File: src/rtl/lcd_link_ctrl.sv
// Sequencer/arbiter in front of the byte-wide LCD SPI engine: LCD hardware reset,
// command vs. pixel arbitration, per-frame address-window preamble and D/C hold.
module lcd_link_ctrl #(
  parameter int WIDTH       = 160,
  parameter int HEIGHT      = 128,
  parameter int RST_CYCLES  = 16,
  parameter int WAKE_CYCLES = 64
) (
  input  logic        clk,
  input  logic        rst_n,
  input  logic        cmd_valid,
  input  logic        cmd_dc,
  input  logic [7:0]  cmd_byte,
  output logic        cmd_ready,
  input  logic        pix_valid,
  input  logic [15:0] pix_data,
  output logic        pix_ready,
  output logic        spi_start,
  output logic [7:0]  spi_data,
  input  logic        spi_new_data,
  output logic        lcd_dc,
  output logic        lcd_rst,
  output logic        init_done,
  output logic        frame_done
);

  localparam int NPIX    = WIDTH * HEIGHT;
  localparam int PIX_W   = (NPIX > 1) ? $clog2(NPIX) : 1;
  localparam int CNT_MAX = (RST_CYCLES > WAKE_CYCLES) ? RST_CYCLES : WAKE_CYCLES;
  localparam int CNT_W   = $clog2(CNT_MAX + 1);

  localparam logic [PIX_W-1:0] PIX_LAST  = PIX_W'(NPIX - 1);
  localparam logic [CNT_W-1:0] RST_LAST  = CNT_W'(RST_CYCLES - 1);
  localparam logic [CNT_W-1:0] WAKE_LAST = CNT_W'(WAKE_CYCLES - 1);
  localparam logic [7:0]       COL_END   = 8'(WIDTH - 1);
  localparam logic [7:0]       ROW_END   = 8'(HEIGHT - 1);
  localparam logic [3:0]       PRE_LAST  = 4'd10;

  // Handshake: valid is held by the source until the one-cycle ready pulse;
  // ready coincides with the spi_start of the first byte of that transfer.

  typedef enum logic [2:0] {
    RST_HOLD,
    RST_WAIT,
    IDLE,
    SEND,
    WAIT_DONE
  } state_t;

  typedef enum logic [1:0] {
    SEQ_CMD,
    SEQ_PRE,
    SEQ_PIX
  } seq_t;

  state_t           state;
  seq_t             seq_kind;
  logic [3:0]       seq_idx;
  logic [CNT_W-1:0] cnt;
  logic [PIX_W-1:0] pix_cnt;
  logic             win_done;
  logic [7:0]       pix_lo;

  // Address-window preamble entry {dc, byte}: CASET 0..WIDTH-1, RASET 0..HEIGHT-1, RAMWR.
  function automatic logic [8:0] pre_entry(input logic [3:0] idx);
    case (idx)
      4'd0:    pre_entry = {1'b0, 8'h2A};
      4'd4:    pre_entry = {1'b1, COL_END};
      4'd5:    pre_entry = {1'b0, 8'h2B};
      4'd9:    pre_entry = {1'b1, ROW_END};
      4'd10:   pre_entry = {1'b0, 8'h2C};
      default: pre_entry = {1'b1, 8'h00};
    endcase
  endfunction

  always_ff @(posedge clk or negedge rst_n) begin
    if (!rst_n) begin
      state      <= RST_HOLD;
      seq_kind   <= SEQ_CMD;
      seq_idx    <= 4'd0;
      cnt        <= '0;
      pix_cnt    <= '0;
      win_done   <= 1'b0;
      pix_lo     <= 8'h00;
      spi_start  <= 1'b0;
      spi_data   <= 8'h00;
      lcd_dc     <= 1'b0;
      lcd_rst    <= 1'b0;
      cmd_ready  <= 1'b0;
      pix_ready  <= 1'b0;
      init_done  <= 1'b0;
      frame_done <= 1'b0;
    end else begin
      spi_start  <= 1'b0;
      cmd_ready  <= 1'b0;
      pix_ready  <= 1'b0;
      frame_done <= 1'b0;

      case (state)
        RST_HOLD: begin
          if (cnt == RST_LAST) begin
            cnt     <= '0;
            lcd_rst <= 1'b1;
            state   <= RST_WAIT;
          end else begin
            cnt <= cnt + 1'b1;
          end
        end

        RST_WAIT: begin
          if (cnt == WAKE_LAST) begin
            cnt       <= '0;
            init_done <= 1'b1;
            state     <= IDLE;
          end else begin
            cnt <= cnt + 1'b1;
          end
        end

        IDLE: begin
          if (cmd_valid) begin
            cmd_ready <= 1'b1;
            spi_start <= 1'b1;
            spi_data  <= cmd_byte;
            lcd_dc    <= cmd_dc;
            seq_kind  <= SEQ_CMD;
            seq_idx   <= 4'd0;
            state     <= SEND;
            // A new command opcode invalidates any window/frame in progress.
            if (!cmd_dc) begin
              win_done <= 1'b0;
              pix_cnt  <= '0;
            end
          end else if (pix_valid && !win_done) begin
            {lcd_dc, spi_data} <= pre_entry(4'd0);
            spi_start <= 1'b1;
            seq_kind  <= SEQ_PRE;
            seq_idx   <= 4'd0;
            state     <= SEND;
          end else if (pix_valid) begin
            pix_ready <= 1'b1;
            spi_start <= 1'b1;
            spi_data  <= pix_data[15:8];
            pix_lo    <= pix_data[7:0];
            lcd_dc    <= 1'b1;
            seq_kind  <= SEQ_PIX;
            seq_idx   <= 4'd0;
            state     <= SEND;
          end
        end

        SEND: begin
          state <= WAIT_DONE;
        end

        WAIT_DONE: begin
          if (spi_new_data) begin
            case (seq_kind)
              SEQ_PRE: begin
                if (seq_idx == PRE_LAST) begin
                  win_done <= 1'b1;
                  state    <= IDLE;
                end else begin
                  seq_idx            <= seq_idx + 4'd1;
                  {lcd_dc, spi_data} <= pre_entry(seq_idx + 4'd1);
                  spi_start          <= 1'b1;
                  state              <= SEND;
                end
              end
              SEQ_PIX: begin
                if (seq_idx == 4'd0) begin
                  seq_idx   <= 4'd1;
                  spi_data  <= pix_lo;
                  spi_start <= 1'b1;
                  state     <= SEND;
                end else begin
                  state <= IDLE;
                  if (pix_cnt == PIX_LAST) begin
                    pix_cnt    <= '0;
                    win_done   <= 1'b0;
                    frame_done <= 1'b1;
                  end else begin
                    pix_cnt <= pix_cnt + 1'b1;
                  end
                end
              end
              default: begin
                state <= IDLE;
              end
            endcase
          end
        end

        default: begin
          state <= RST_HOLD;
        end
      endcase
    end
  end

endmodule
File: config.mk
export PLATFORM = sky130hd
export DESIGN_NAME = lcd_link_ctrl
export DESIGN_NICKNAME = d
export VERILOG_FILES = /design/src/rtl/lcd_link_ctrl.sv
export SDC_FILE = /design/constraint.sdc
export NUM_CORES = 1
export LEC_CHECK = 0
export BUFFER_PORTS_ARGS = -buffer_cell sky130_fd_sc_hd__buf_2
export CAP_MARGIN = 20
export CORE_MARGIN = 1.5
export CORE_UTILIZATION = 40
export DETAILED_ROUTE_END_ITERATION = 8
export HOLD_SLACK_MARGIN = 0.08
export SLEW_MARGIN = 20
export SYNTH_ARGS = -nofsm -noshare
export SYNTH_HDL_FRONTEND = slang
export SYNTH_SLANG_ARGS = --single-unit
File: constraint.sdc
create_clock -name clk -period 1.77 [get_ports clk]
set_input_delay 0.177 -clock clk [delete_from_list [all_inputs] [get_ports clk]]
set_output_delay 0.177 -clock clk [all_outputs]
set_load 0.05 [all_outputs]
# --- Word-level counts from Yosys, hierarchy flattened ---
# Index checks and enable logic that the tools add are counted.
op_classes:
  add_sub_neg: 3
  n_eq_ne: 30
  n_mux: 73
  bitwise: 2
  reduce_logical: 17
op_table:
  columns: ["op", "count"]
  rows:
  - ["15-bit two-way mux", 6]
  - ["8-bit two-way mux", 6]
  - ["9-bit case mux with 5 select lines", 1]
  - ["8-bit case mux with 2 select lines", 2]
  - ["1-bit two-way mux", 30]
  - ["15-bit case mux with 2 select lines", 1]
  - ["4-bit two-way mux", 6]
  - ["3-bit two-way mux", 6]
  - ["2-bit != test, second input constant", 8]
  - ["4-bit case mux with 2 select lines", 2]
  - ["15-bit by 1-bit adder with 15-bit output, second input constant", 1]
  - ["15-bit equality test, second input constant", 1]
  - ["3-bit != test, second input constant", 5]
  - ["3-bit case mux with 5 select lines", 1]
  - ["7-bit two-way mux", 2]
  - ["7-bit case mux with 2 select lines", 1]
  - ["4-bit equality test, second input constant", 3]
  - ["6-bit AND reduction", 2]
  - ["1-bit case mux with 2 select lines", 5]
  - ["4-bit by 3-bit equality test with 1-bit output, second input constant", 2]
  - ["4-bit logical NOT", 2]
  - ["4-bit AND reduction", 2]
  - ["8-bit AND reduction", 1]
  - ["7-bit by 1-bit adder with 7-bit output, second input constant", 1]
  - ["other kinds (21)", 28]
word_totals:
  ff_bits: 55
  input_bits: 30
  out_inout_bits: 15
  wordCells: 140

# --- Logic depth before layout (Yosys ltp) ---
depth:
  ltp_word: 7
  depth_mapped: 9

# --- Worst setup path after synthesis ---
# OpenSTA, ideal clock, no wires.
synth_timing:
  path_type: "register to register"
  startpoint: "register seq_idx[0]"
  endpoint: "register seq_idx[3]"
  setup_ns: 0.121
  arrival_time_ns: 1.806
  path_slack_ns: -0.157
  stages_incl_launch_ff: 8
  path_cell_list: "dfrtp_1 > inv_1 > ha_1 > or3b_1 > a32oi_1 > o211ai_2 > buf_2 > a22o_1"
synth_between:
  elab_chain_cells: 5
  word_cells_on_any_way: 10
  cone_classes: "add/sub: 1; eq/ne: 3; mux: 4; reduce/logical: 2"
synth_rtl:
  columns: ["element", "line", "source"]
  rows:
  - ["start: declaration", "58", "logic [3:0] seq_idx;"]
  - ["start signal: assignment", "164", "seq_idx <= seq_idx + 4'd1;"]
  - ["4-bit by 1-bit adder with 4-bit output", "164", null]
  - ["4-bit two-way mux", "160", "if (seq_idx == PRE_LAST) begin"]
  - ["4-bit case mux with 2 select lines", "158", "case (seq_kind)"]
  - ["4-bit two-way mux", "157", "if (spi_new_data) begin"]
  - ["4-bit case mux with 2 select lines", "99", "case (state)"]
# Parallel ways exist; a longest one is shown, timed or not. The select of a mux whose other input is x is not followed.
# A chain may end at the register's enable or synchronous reset.

# --- Worst setup path after layout ---
layout_timing:
  startpoint: "register seq_idx[0]"
  endpoint: "register spi_data[5]"
layout_between:
  elab_chain_cells: 7
  word_cells_on_any_way: 16
  cone_classes: "add/sub: 1; eq/ne: 7; mux: 5; reduce/logical: 3"
layout_rtl:
  columns: ["element", "line", "source"]
  rows:
  - ["4-bit by 1-bit adder with 4-bit output", "165", "{lcd_dc, spi_data} <= pre_entry(seq_idx + 4'd1);"]
  - ["4-bit equality test (tied with other cells)", "66", "case (idx)"]
  - ["9-bit case mux with 5 select lines", "66", null]
  - ["8-bit two-way mux", "160", null]
  - ["8-bit case mux with 2 select lines", "158", null]
  - ["8-bit two-way mux", "157", null]
  - ["8-bit case mux with 2 select lines", "99", null]
  - ["end signal: assignment", "124", "spi_data <= cmd_byte;"]
  - ["end signal: assignment", "165", null]
  - ["end signal: assignment", "173", "spi_data <= pix_lo;"]
  - ["end: declaration", "19", "output logic [7:0] spi_data,"]
# Parallel ways exist; a longest one is shown, timed or not. The select of a mux whose other input is x is not followed.

==> flow_summary.yaml <==
detailed_routing:
  via_per_inst: 5.52
  drc_errors: 0
  wire_per_inst_um: 15.6
  routed_wl_mm: 9.31
  drtPass1Iterations: 4
  ant_nets: 0
  drt_iter0_drc: 153
  vias: 3293
power:
  p_leak_nw: 2.18
  power_density_mw_per_mm2: 465
  peakVddDrop_v: 0.000347
  finalPower_mw: 2.19
clock_network:
  clock_sinks: 55
  clock_path_buffers: 2
  h-tree-depth: 2
  tritoncts: "yes"
  numCtsBuffers: 5
  clock_latency_ns: 0.32
  path_clk_slew_ns: 0.12
  cts-root-buf: "clkbuf_8"
run:
  maxCapViolations: 0
logic_synthesis:
  async_flop_share_pct: 100
  netlist_area_mm2: 0.00337
  ys_warn_count: 0
  ys_seq_area_share_pct: 40.8
  yosysTopAreaCell: "dfrtp_1"
  syn_area_per_cell_um2: 9.10
  synth_edf_count: 0
  synth-seq-cells: 55
  synth_top_area_share_pct: 40.8
  synth_nets: 409
  yosys-top-cells-area: "dfrtp_1, o21ai_1, nand2_1"
  synth_cell_type_count: 73
  yosys_most_used_dff: "dfrtp_1"
  syn_inst: 371
timing:
  timing.slew.headroom_pct: 64.6
  post-route-period-util_pct: 106
  fin_crit_ns: 1.88
  hold_slack_ns: 0.0919
  setup_viol: 22
  fmax_ghz: 0.532
  worst_slack_ns: -0.108
  worst_pin_slew_ns: 0.526
  fin_skew_ns: 0.0110
  finalHoldViolations: 0
  slew_violations: 0
  rsz0062_at_grt: "yes"
setup_path:
  path_class: "flop to flop"
  crit_start: "seq_idx[0]"
  crit_path_cell_trace: "inv_2, ha_4, or3b_4, a32oi_2, o211ai_2, buf_12, a311oi_2, a21oi_1"
  critPathMaxFanout: 17
  timing.rr.start: "seq_idx[0]"
  crit_path_top_delay_cell: "dfrtp_2"
  cp-start-kind: "flop"
  arrival_ns: 2.09
  timing.critical_path.buf_inv: 2
  critical-path-max-stage-delay_ns: 0.43
  critical_path.top_delay_family: "compound AO/OA/AOI/OAI gates"
  cp.required_ns: 1.99
  critPathCaptureType: "flop"
floorplan:
  core.rowCount: 33
  start_util_pct: 41.3
  chipHeight_um: 94.9
  ioPinCount: 45
  die_x_um: 94.9
  core_mm2: 0.00818
  die_area_mm2: 0.00900
finish:
  area_growth_pct: 39.7
  ff_latch_area_mm2: 0.00138
  nets: 529
  final_area_mm2: 0.00471
  fill_cells: 735
  diodes: 0
  multi_input_comb_area_mm2: 0.00202
  final_cells: 597
  drive_gt1_share_pct: 38.2
grt:
  grt_use_total_pct: 21.5
  grt_overflow: 0
  grt_start_max_net_pins: 56
  grt_pass1_wl_mm: 15.2
  grt_pass1_vias: 3063
  antenna_found_initial: 0
placed_design:
  portBuffers: 44
  place_congestion: 0.936
  dpl.hpwl_mm: 6.66
  dp_cells: 573
  placed_area_mm2: 0.00427
worst_hold_path:
  hp-start: "pix_data[2]"
  hp-class: "primary input to flop"
status:
  violations: "negative setup slack"
  status: "finished with violations"
==> sequential cells by signal, indices dropped and copies added, names as in the netlist <==
signal      count
pix_lo          8
state           3
cnt             7
seq_kind        2
win_done        1
lcd_rst         1
pix_ready       1
init_done       1
lcd_dc          1
seq_idx         4
spi_data        8
frame_done      1
cmd_ready       1
spi_start       1
pix_cnt        15
==> logic make-up after synthesis <==
| kind of cell | synth area share [%] |
|---|---|
| and+or+nand+nor | 22.1 |
| AOI/OAI and AO/OA | 24.9 |
| DFF | 40.8 |
| buffers and inverters | 4.49 |
| muxes | 4.19 |
| adders and majority gates | 2.97 |
| xor gates and xnor gates | 0.519 |
==> placed cells by master (no fill, tap or decap), drive strengths merged, types with 5 or more instances in the layout <==
| master | Yosys | layout |
|---|---|---|
| mux2 | 9 | 9 |
| inv | 17 | 18 |
| a21o | 7 | 7 |
| nand2b | 6 | 6 |
| nor2b | 8 | 8 |
| ha | 8 | 8 |
| nand3 | 9 | 9 |
| a21oi | 19 | 19 |
| a211oi | 7 | 7 |
| dfrtp | 55 | 55 |
| o21ai | 48 | 48 |
| and3 | 7 | 7 |
| nor2 | 19 | 19 |
| clkbuf | 12 | 5 |
| nor3 | 14 | 14 |
| buf | 8 | 123 |
| nand2 | 38 | 38 |
| dlygate4sd3 | 0 | 9 |
| o31ai | 12 | 12 |
==> layer usage <==
layer,up-vias,GRT usage (%),part of all wire [%]
li1,1613,-,-
met1,1607,29.8,47
met2,63,35.1,49
met3,10,2.98,3.0
met4,0,5.72,1.2
met5,-,0,0
==> power by group <==
| group | internal, mW | switching [mW] | leakage, nW |
|---|---|---|---|
| logic | 0.0759 | 0.0885 | 1.39 |
| registers | 1.26 | 0.000524 | 0.734 |
| clock network | 0.295 | 0.473 | 0.0502 |
| total | 1.63 | 0.562 | 2.18 |
==> cells in the mapped netlist, drive strengths merged, types with 9 or more instances <==
cell,instances
dfrtp,55
o21ai,48
nand2,38
a21oi,19
nor2,19
inv,17
nor3,14
clkbuf,12
o31ai,12
mux2,9
nand3,9
==> path summary, 6_finish.rpt <==
path / cells after the start / endpoint / slack [ns]
setup / recovery: 8 / spi_data[5] / -0.11
hold / removal: 2 / pix_lo[2] / 0.09
setup reg to reg: 8 / spi_data[5] / -0.11
hold reg to reg: 1 / lcd_rst / 0.47
max in group asynchronous: 3 / seq_idx[1] / 1.13
min in group asynchronous: 3 / spi_start / 0.38
==> worst reg2reg max path, delay by kind of cell, from the launching register on <==
family	cells	cell delay [ns]
buf+inv	2	0.26
simple gates	1	0.38
flops	1	0.43
fa+ha+maj	1	0.12
compound gates	4	0.58
==> what timing repair did <==
item / 4_1_cts / 5_1_grt
cloned: 1 / 1
hold buffers: 7 / 2
pin swaps: 7 / 8
hold endpoints to repair: 61 / 2
resized for setup: 19 / 28
setup buffers: 2 / 3
setup endpoints to repair: 28 / 33
==> per-stage QoR <==
step           setup TNS, ns  util [%]  setup WS [ns]
2_1_floorplan         -0.427         -        -0.0590
3_3_place_gp          -0.868      52.3        -0.0882
3_5_place_dp           -2.65      52.3         -0.185
4_1_cts                -1.16      55.9        -0.0954
5_1_grt                -3.67      57.7         -0.200
6_report               -1.35      57.7         -0.108
==> area by class of cell <==
class	count	share of cell area, %
well taps	105	2.79
multi-input cells	279	42.9
flip-flops and latches	55	29.3
clock buffers	5	1.46
clock inverters	3	0.611
inverters	17	1.35
repair buffers	133	21.6
No activity file was read; power rests on OpenSTA's default activity.
